--- src/rtl/regalu_pipe.sv ---
// Two-stage register-file/ALU pipeline (ID -> EX) with EX->ID forwarding and a host load port.
// Optional macro ZERO_REG_EN: register 0 is hardwired to zero.
module regalu_pipe #(
  parameter int DATA_W = 32,
  parameter int ADDR_W = 5
) (
  input  logic              CLK,
  input  logic              RST,
  input  logic              in_valid,
  input  logic              WE3,
  input  logic [ADDR_W-1:0] A1,
  input  logic [ADDR_W-1:0] A2,
  input  logic [ADDR_W-1:0] A3,
  input  logic [2:0]        opcode,
  input  logic              host_we,
  input  logic [ADDR_W-1:0] host_addr,
  input  logic [DATA_W-1:0] host_wdata,
  output logic [DATA_W-1:0] ALU_result,
  output logic              res_valid,
  output logic              zero_flag
);

  localparam int SH_W = $clog2(DATA_W);
  localparam int NREG = 2 ** ADDR_W;
`ifdef ZERO_REG_EN
  localparam bit ZR = 1'b1;
`else
  localparam bit ZR = 1'b0;
`endif

  localparam logic [2:0] OP_ADD = 3'd0, OP_SUB = 3'd1, OP_AND = 3'd2, OP_OR = 3'd3,
                         OP_XOR = 3'd4, OP_SLT = 3'd5, OP_SLL = 3'd6;

  function automatic logic signed [DATA_W-1:0] alu(input logic [2:0] op,
                                                   input logic signed [DATA_W-1:0] a,
                                                   input logic signed [DATA_W-1:0] b);
    logic [SH_W-1:0] sh;
    sh = b[SH_W-1:0];
    case (op)
      OP_ADD:  alu = a + b;
      OP_SUB:  alu = a - b;
      OP_AND:  alu = a & b;
      OP_OR:   alu = a | b;
      OP_XOR:  alu = a ^ b;
      OP_SLT:  alu = (a < b) ? {{(DATA_W-1){1'b0}}, 1'b1} : '0;
      OP_SLL:  alu = a << sh;
      default: alu = $signed($unsigned(a) >> sh);
    endcase
  endfunction

  logic [DATA_W-1:0]        rf [NREG];
  logic signed [DATA_W-1:0] opa_p0, opb_p0;
  logic                     fwd1_p0, fwd2_p0;
  logic signed [DATA_W-1:0] ex_a_p1, ex_b_p1, alu_p1;
  logic [2:0]               ex_op_p1;
  logic                     ex_we_p1;
  logic [ADDR_W-1:0]        ex_a3_p1;
  logic                     vld_p1;
  logic                     wb_ok, host_ok;

  // ID stage: regfile read, overridden by the in-flight EX result on a hazard
  assign fwd1_p0 = vld_p1 && ex_we_p1 && (ex_a3_p1 == A1) && !(ZR && (A1 == '0));
  assign fwd2_p0 = vld_p1 && ex_we_p1 && (ex_a3_p1 == A2) && !(ZR && (A2 == '0));
  assign opa_p0  = fwd1_p0 ? alu_p1 : ((ZR && (A1 == '0)) ? '0 : $signed(rf[A1]));
  assign opb_p0  = fwd2_p0 ? alu_p1 : ((ZR && (A2 == '0)) ? '0 : $signed(rf[A2]));

  // EX stage: combinational ALU on latched operands
  assign alu_p1  = alu(ex_op_p1, ex_a_p1, ex_b_p1);
  assign wb_ok   = vld_p1 && ex_we_p1 && !(ZR && (ex_a3_p1 == '0));
  assign host_ok = host_we && !(ZR && (host_addr == '0));

  always_ff @(posedge CLK) begin
    if (RST) begin
      for (int i = 0; i < NREG; i++) rf[i] <= '0;
      ex_a_p1    <= '0;
      ex_b_p1    <= '0;
      ex_op_p1   <= '0;
      ex_we_p1   <= 1'b0;
      ex_a3_p1   <= '0;
      vld_p1     <= 1'b0;
      ALU_result <= '0;
      res_valid  <= 1'b0;
      zero_flag  <= 1'b0;
    end else begin
      // Pipeline writeback is issued last so it wins a same-address clash with the host
      if (host_ok) rf[host_addr] <= host_wdata;
      if (wb_ok)   rf[ex_a3_p1]  <= $unsigned(alu_p1);
      vld_p1 <= in_valid;
      if (in_valid) begin
        ex_a_p1  <= opa_p0;
        ex_b_p1  <= opb_p0;
        ex_op_p1 <= opcode;
        ex_we_p1 <= WE3;
        ex_a3_p1 <= A3;
      end
      res_valid <= vld_p1;
      if (vld_p1) begin
        ALU_result <= $unsigned(alu_p1);
        zero_flag  <= (alu_p1 == '0);
      end
    end
  end

endmodule

--- config.mk ---
export PLATFORM = sky130hd
export DESIGN_NAME = regalu_pipe
export DESIGN_NICKNAME = d
export VERILOG_FILES = /design/src/rtl/regalu_pipe.sv
export SDC_FILE = /design/constraint.sdc
export NUM_CORES = 2
export LEC_CHECK = 0
export CAP_MARGIN = 20
export CORE_MARGIN = 5
export CORE_UTILIZATION = 50
export CTS_CLUSTER_DIAMETER = 80
export DETAILED_ROUTE_END_ITERATION = 7
export GPL_TIMING_DRIVEN = 1
export PLACE_DENSITY = 0.75
export SETUP_SLACK_MARGIN = 0.2
export SLEW_MARGIN = 20
export SYNTH_ARGS = -nofsm -noshare
export SYNTH_HDL_FRONTEND = slang
export SYNTH_SLANG_ARGS = --single-unit
--- constraint.sdc ---
create_clock -name CLK -period 6.65 [get_ports CLK]
set_input_delay 1.33 -clock CLK [delete_from_list [all_inputs] [get_ports CLK]]
set_output_delay 1.33 -clock CLK [all_outputs]
set_load 0.01 [all_outputs]
## Word level (Yosys, flattened, before mapping)

Memories as Yosys holds them, arrays and structs flattened. A register that Yosys moved wholly into a read port is not among the register bits.
Cells that the tools add are included.

| storage, ports and cells | value |
|---|---|
| memories | 1 |
| output and inout port bits | 34 |
| register bits | 44 |
| input bits | 60 |
| bits in writable memories | 1024 |
| logic and storage cells | 43 |

Memory list:

| memory | depth | bits a word | rd ports | clocked after memory_dff | write ports | line | text |
|---|---|---|---|---|---|---|---|
| rf | 32 | 32 | 2 | 2 | 32 | 51 | `logic [DATA_W-1:0] rf [NREG];` |

| cells by class | value |
|---|---|
| order comparisons | 1 |
| $add $sub $neg | 2 |
| mux-type cells | 16 |
| equal/unequal tests | 6 |
| shift operators | 2 |
| reduce and logical (&&, ||, !) cells | 5 |
| bitwise logic cells | 3 |

Operators by type and width:

| operator | count |
|---|---|
| $pmux 32 s7 | 1 |
| $mux 32 | 2 |
| $reduce_or 32->1 | 2 |
| $add 32x32->32 | 1 |
| $and 32x32->32 | 1 |
| $logic_not 32->1 | 1 |
| $lt 32x32->1 | 1 |
| $or 32x32->32 | 1 |
| $shl 32x5->32 | 1 |
| $shr 32x5->32 | 1 |
| $sub 32x32->32 | 1 |
| $xor 32x32->32 | 1 |
| $mux 1 | 11 |
| $mux 5 | 2 |
| $eq 3x3->1 const B | 3 |
| $eq 3x2->1 const B | 2 |
| $eq 3x1->1 const B | 1 |
| $logic_not 3->1 | 1 |
| $logic_and 1x1->1 | 1 |

## Depth between registers and ports, before layout

| depth | value |
|---|---|
| depth after elaboration | 6 |
| depth in mapped cells | 19 |
| gate-level depth less buffers | 14 |

## Worst setup path after synthesis

Ideal clock, no wire load.

| timing | value |
|---|---|
| path kind | register to register |
| start | register ex_b_p1[3] (read register of rf) |
| end | memory rf[10][27], data pin |
| data arrival time | 3.909 ns |
| buffers on the path | 6 |
| period minus slack after synthesis | 4.175 ns |
| required time | 6.383 ns |
| setup time | 0.267 ns |
| cell stages (with the launch flop) | 18 |
| slack | 2.475 ns |
| cells stage by stage | dfxtp_1 buf_2 inv_2 buf_2 buf_2 buf_1 ha_1 buf_2 or3_1 a211oi_1 o211a_1 o211ai_1 a21oi_1 o211a_1 a21bo_2 a21oi_1 clkbuf_1 o21ai_0 |

RTL lines:

| what | line | text |
|---|---|---|
| start: declaration | 54 | `logic signed [DATA_W-1:0] ex_a_p1, ex_b_p1, alu_p1;` |
| end: declaration | 51 |  |

==> metrics.txt <==
Power, Total between 15 and 20 mW; Hold Crit Class reg2reg; total of flip-flops plus latches after synthesis 1,132; overall routed net length 311,000 um; layout cells sized above 1 between 20 and 25%; reg-to-reg setup timing slack between 1.5 and 2 ns; run status finished with violations; WL per Instance 38.0 um; floorplan die area 156,000 um^2; Setup TNS 0 ns; CTS Buf Count 120; CTS clock-pin slew for the worst setup and hold paths 0.06 ns; Worst Hold Endpoint ALU_result[8]; x dimension of the die 395 um; final net count ~6,300; Critical Path AT around 5.6 ns; type of the worst setup path reg2reg; filler instances about 12,000; number of max-cap violations 0; number of hold buffers added after cts 0; overall track demand over capacity in global routing 38.6%; share of the core filled with cells 54.7%; average vias per placed instance about 7.9; effective utilization at floorplan between 50 and 60%; Max transition margin 24.5%; final setup violation count 0; area overhead of the layout relative to synthesis 8.78%; Mapped Nets 6,727; Core Rows approximately 140; placed cell area 76,700 um^2; sequential cell area fraction in the yosys report between 40 and 50%; ys async rst share 0%; nature of the critical path startpoint register; number of synthesized flops with an enable pin 1,024; Antenna Violating Nets Remaining 0; detailed-routing iteration count for the pre-antenna-repair pass 8; ratio of total power to cell area 247 nW/um^2; startpoint of the worst hold path ALU_result[8]; worst hold path depth 2; Primary FF master, synth sky130_fd_sc_hd__edfxtp_1; origin of the critical flop-to-flop path ex_b_p1[2]; core area 148,000 um^2; IR Drop Worst-Case VDD 0.239 mV; actual slew at the worst max-slew pin 1.12 ns; number of global-route vias before repair 61,500; Critical Path RT about 7.1 ns; Post-synth top cells 1,115 x sky130_fd_sc_hd__o21ai_0, 1,057 x sky130_fd_sc_hd__nand3_1, 1,024 x sky130_fd_sc_hd__edfxtp_1, 709 x sky130_fd_sc_hd__clkbuf_1, 705 x sky130_fd_sc_hd__mux4_2; clock tree from TritonCTS yes; CTS sink count 1,132; wire length of the first global-routing pass 440,000 um; average cell area after synthesis 11.3 um^2; Synth cell types 101; detailed router's first-iteration violation count 13,400; sequential cell area ~33,000 um^2; Max H-tree Level 3; Yosys warnings 0; Worst Clk Skew 0.110 ns; final slew viol count 0; source-to-sink clock delay at the later pin of the worst-skew pair 0.81 ns; count of unresolved DRC violations after routing 2; Final min period 5.11 ns; worst hold-check slack a little under 0.5 ns; vias after detailed routing 64,600; post-synth design cell area 74,300 um^2; gpl congestion 1.04; Post-CTS Setup Inserts 0; area of combinational cells with multiple inputs 38,300 um^2; Clk Tree Root Cell sky130_fd_sc_hd__clkbuf_16; io pins 94; I/O Buffers between 90 and 100; maximum number of pins on one net before global-route repair 97; RSZ-0062 raised after global routing no; failing checks design-rule violations; PostCTS Resize Cnt 0; largest cells by area after synthesis sky130_fd_sc_hd__edfxtp_1 41%, sky130_fd_sc_hd__mux4_2 21%, sky130_fd_sc_hd__o21ai_0 7.5%, sky130_fd_sc_hd__nand3_1 7.1%, sky130_fd_sc_hd__clkbuf_1 3.6%; most frequently used cell type in the post-synthesis netlist sky130_fd_sc_hd__o21ai_0; area leader, netlist sky130_fd_sc_hd__edfxtp_1; Die Y 395 um; Worst R2R Path Depth 14; final hold viol count 0; Detailed Place HPWL 192,000 um; worst r2r dst rf[16][31]; final period utilization 76.8%; peak fanout along the critical path 38; Leak 26.3 nW; highest clock rate 196 MHz; antenna violations before repair 36; Crit. End Element register; final standard cell area without fillers a little over 80,000 um^2; remaining global-route overflow 0; post-synth top area share 41.4%; Mapped Cells 6,559; largest buffer count on any clock path 3
stage by stage:
step	instances	setup slack [ns]
floorplan	6559	2.47
global placement	7942	1.62
detailed placement	7946	1.62
CTS	8170	1.65
global route	8172	1.39
finish	8184	1.54
critical path: stages, from the launching register on:
cell                       delay, ns
sky130_fd_sc_hd__dfxtp_4        0.50
sky130_fd_sc_hd__inv_2          0.11
sky130_fd_sc_hd__buf_4          0.50
sky130_fd_sc_hd__ha_1           0.32
sky130_fd_sc_hd__nor2_1         0.09
sky130_fd_sc_hd__a211oi_1       0.49
sky130_fd_sc_hd__o211a_1        0.38
sky130_fd_sc_hd__o211ai_1       0.24
sky130_fd_sc_hd__a21oi_1        0.51
sky130_fd_sc_hd__a211oi_1       0.19
sky130_fd_sc_hd__xnor2_1        0.21
sky130_fd_sc_hd__o21ai_0        0.16
sky130_fd_sc_hd__a21oi_4        0.61
sky130_fd_sc_hd__buf_4          0.39
sky130_fd_sc_hd__o21ai_1        0.12
registers in the layout, indices dropped and copies added, names as in the netlist:
register and count:
vld_p1 1, ex_op_p1 3, ALU_result 32, ex_we_p1 1, ex_b_p1 32, zero_flag 1
ex_a_p1 32, ex_a3_p1 5, res_valid 1, rf 1024
cell type report:
| class | instances | area share [%] |
|---|---|---|
| clock inverter | 70 | 1.02 |
| multi-input combinational | 4468 | 47.4 |
| clock buffer | 154 | 3.94 |
| timing repair buffer | 320 | 3.43 |
| antenna | 13 | 0.0402 |
| tap | 1930 | 2.99 |
| inverter | 97 | 0.450 |
| sequential | 1132 | 40.7 |
per-layer routing:
layer	track usage (%)	wire [um]	vias up
met5	0.862	414	-
met4	26.4	28600	22
met3	16.6	56000	1696
met2	55.6	130000	7070
met1	47.0	95600	31000
li1	-	-	24800
placed cells by master, fill, tap and decap left out, drive strengths merged, types with 17 or more instances in the layout:
master	instances
o21ai	1159
nand3	1057
edfxtp	1024
mux4	705
nor2	300
nand2	267
buf	259
clkbuf	155
mux2i	133
dfxtp	108
ha	106
inv	103
a21oi	102
mux2	77
clkdlybuf4s50	60
a211oi	60
clkinv	46
nor3	32
nor4	26
o211ai	25
nor2b	21
nand2b	19
and2	18
nand4	17
cell families after synthesis:
logic type | after synthesis | share of synthesized area, %
simple gates | 1835 | 11.9
buf+inv | 959 | 5.09
xor+xnor | 20 | 0.236
fa+ha+maj | 108 | 1.84
compound gates | 1590 | 12.3
mux | 915 | 24.3
flops | 1132 | 44.3
worst max path at each step:
stage	startpoint	to	slack (ns)
floorplan	ex_b_p1[3]	rf[10][27]	2.47
global placement	ex_a_p1[1]	ex_b_p1[29]	1.62
detailed placement	ex_a_p1[1]	ex_a_p1[29]	1.62
CTS	ex_a_p1[1]	ex_a_p1[29]	1.65
global route	ex_a_p1[1]	rf[31][31]	1.39
finish	ex_b_p1[2]	rf[16][31]	1.54
power breakdown:
part           switching, mW  internal (mW)  total (mW)
clock network           3.07           3.94        7.01
logic                   3.17           1.46        4.63
registers              0.241           8.07        8.31
total                   6.49           13.5        20.0
Note: power is estimated with default switching activity, not from simulation.
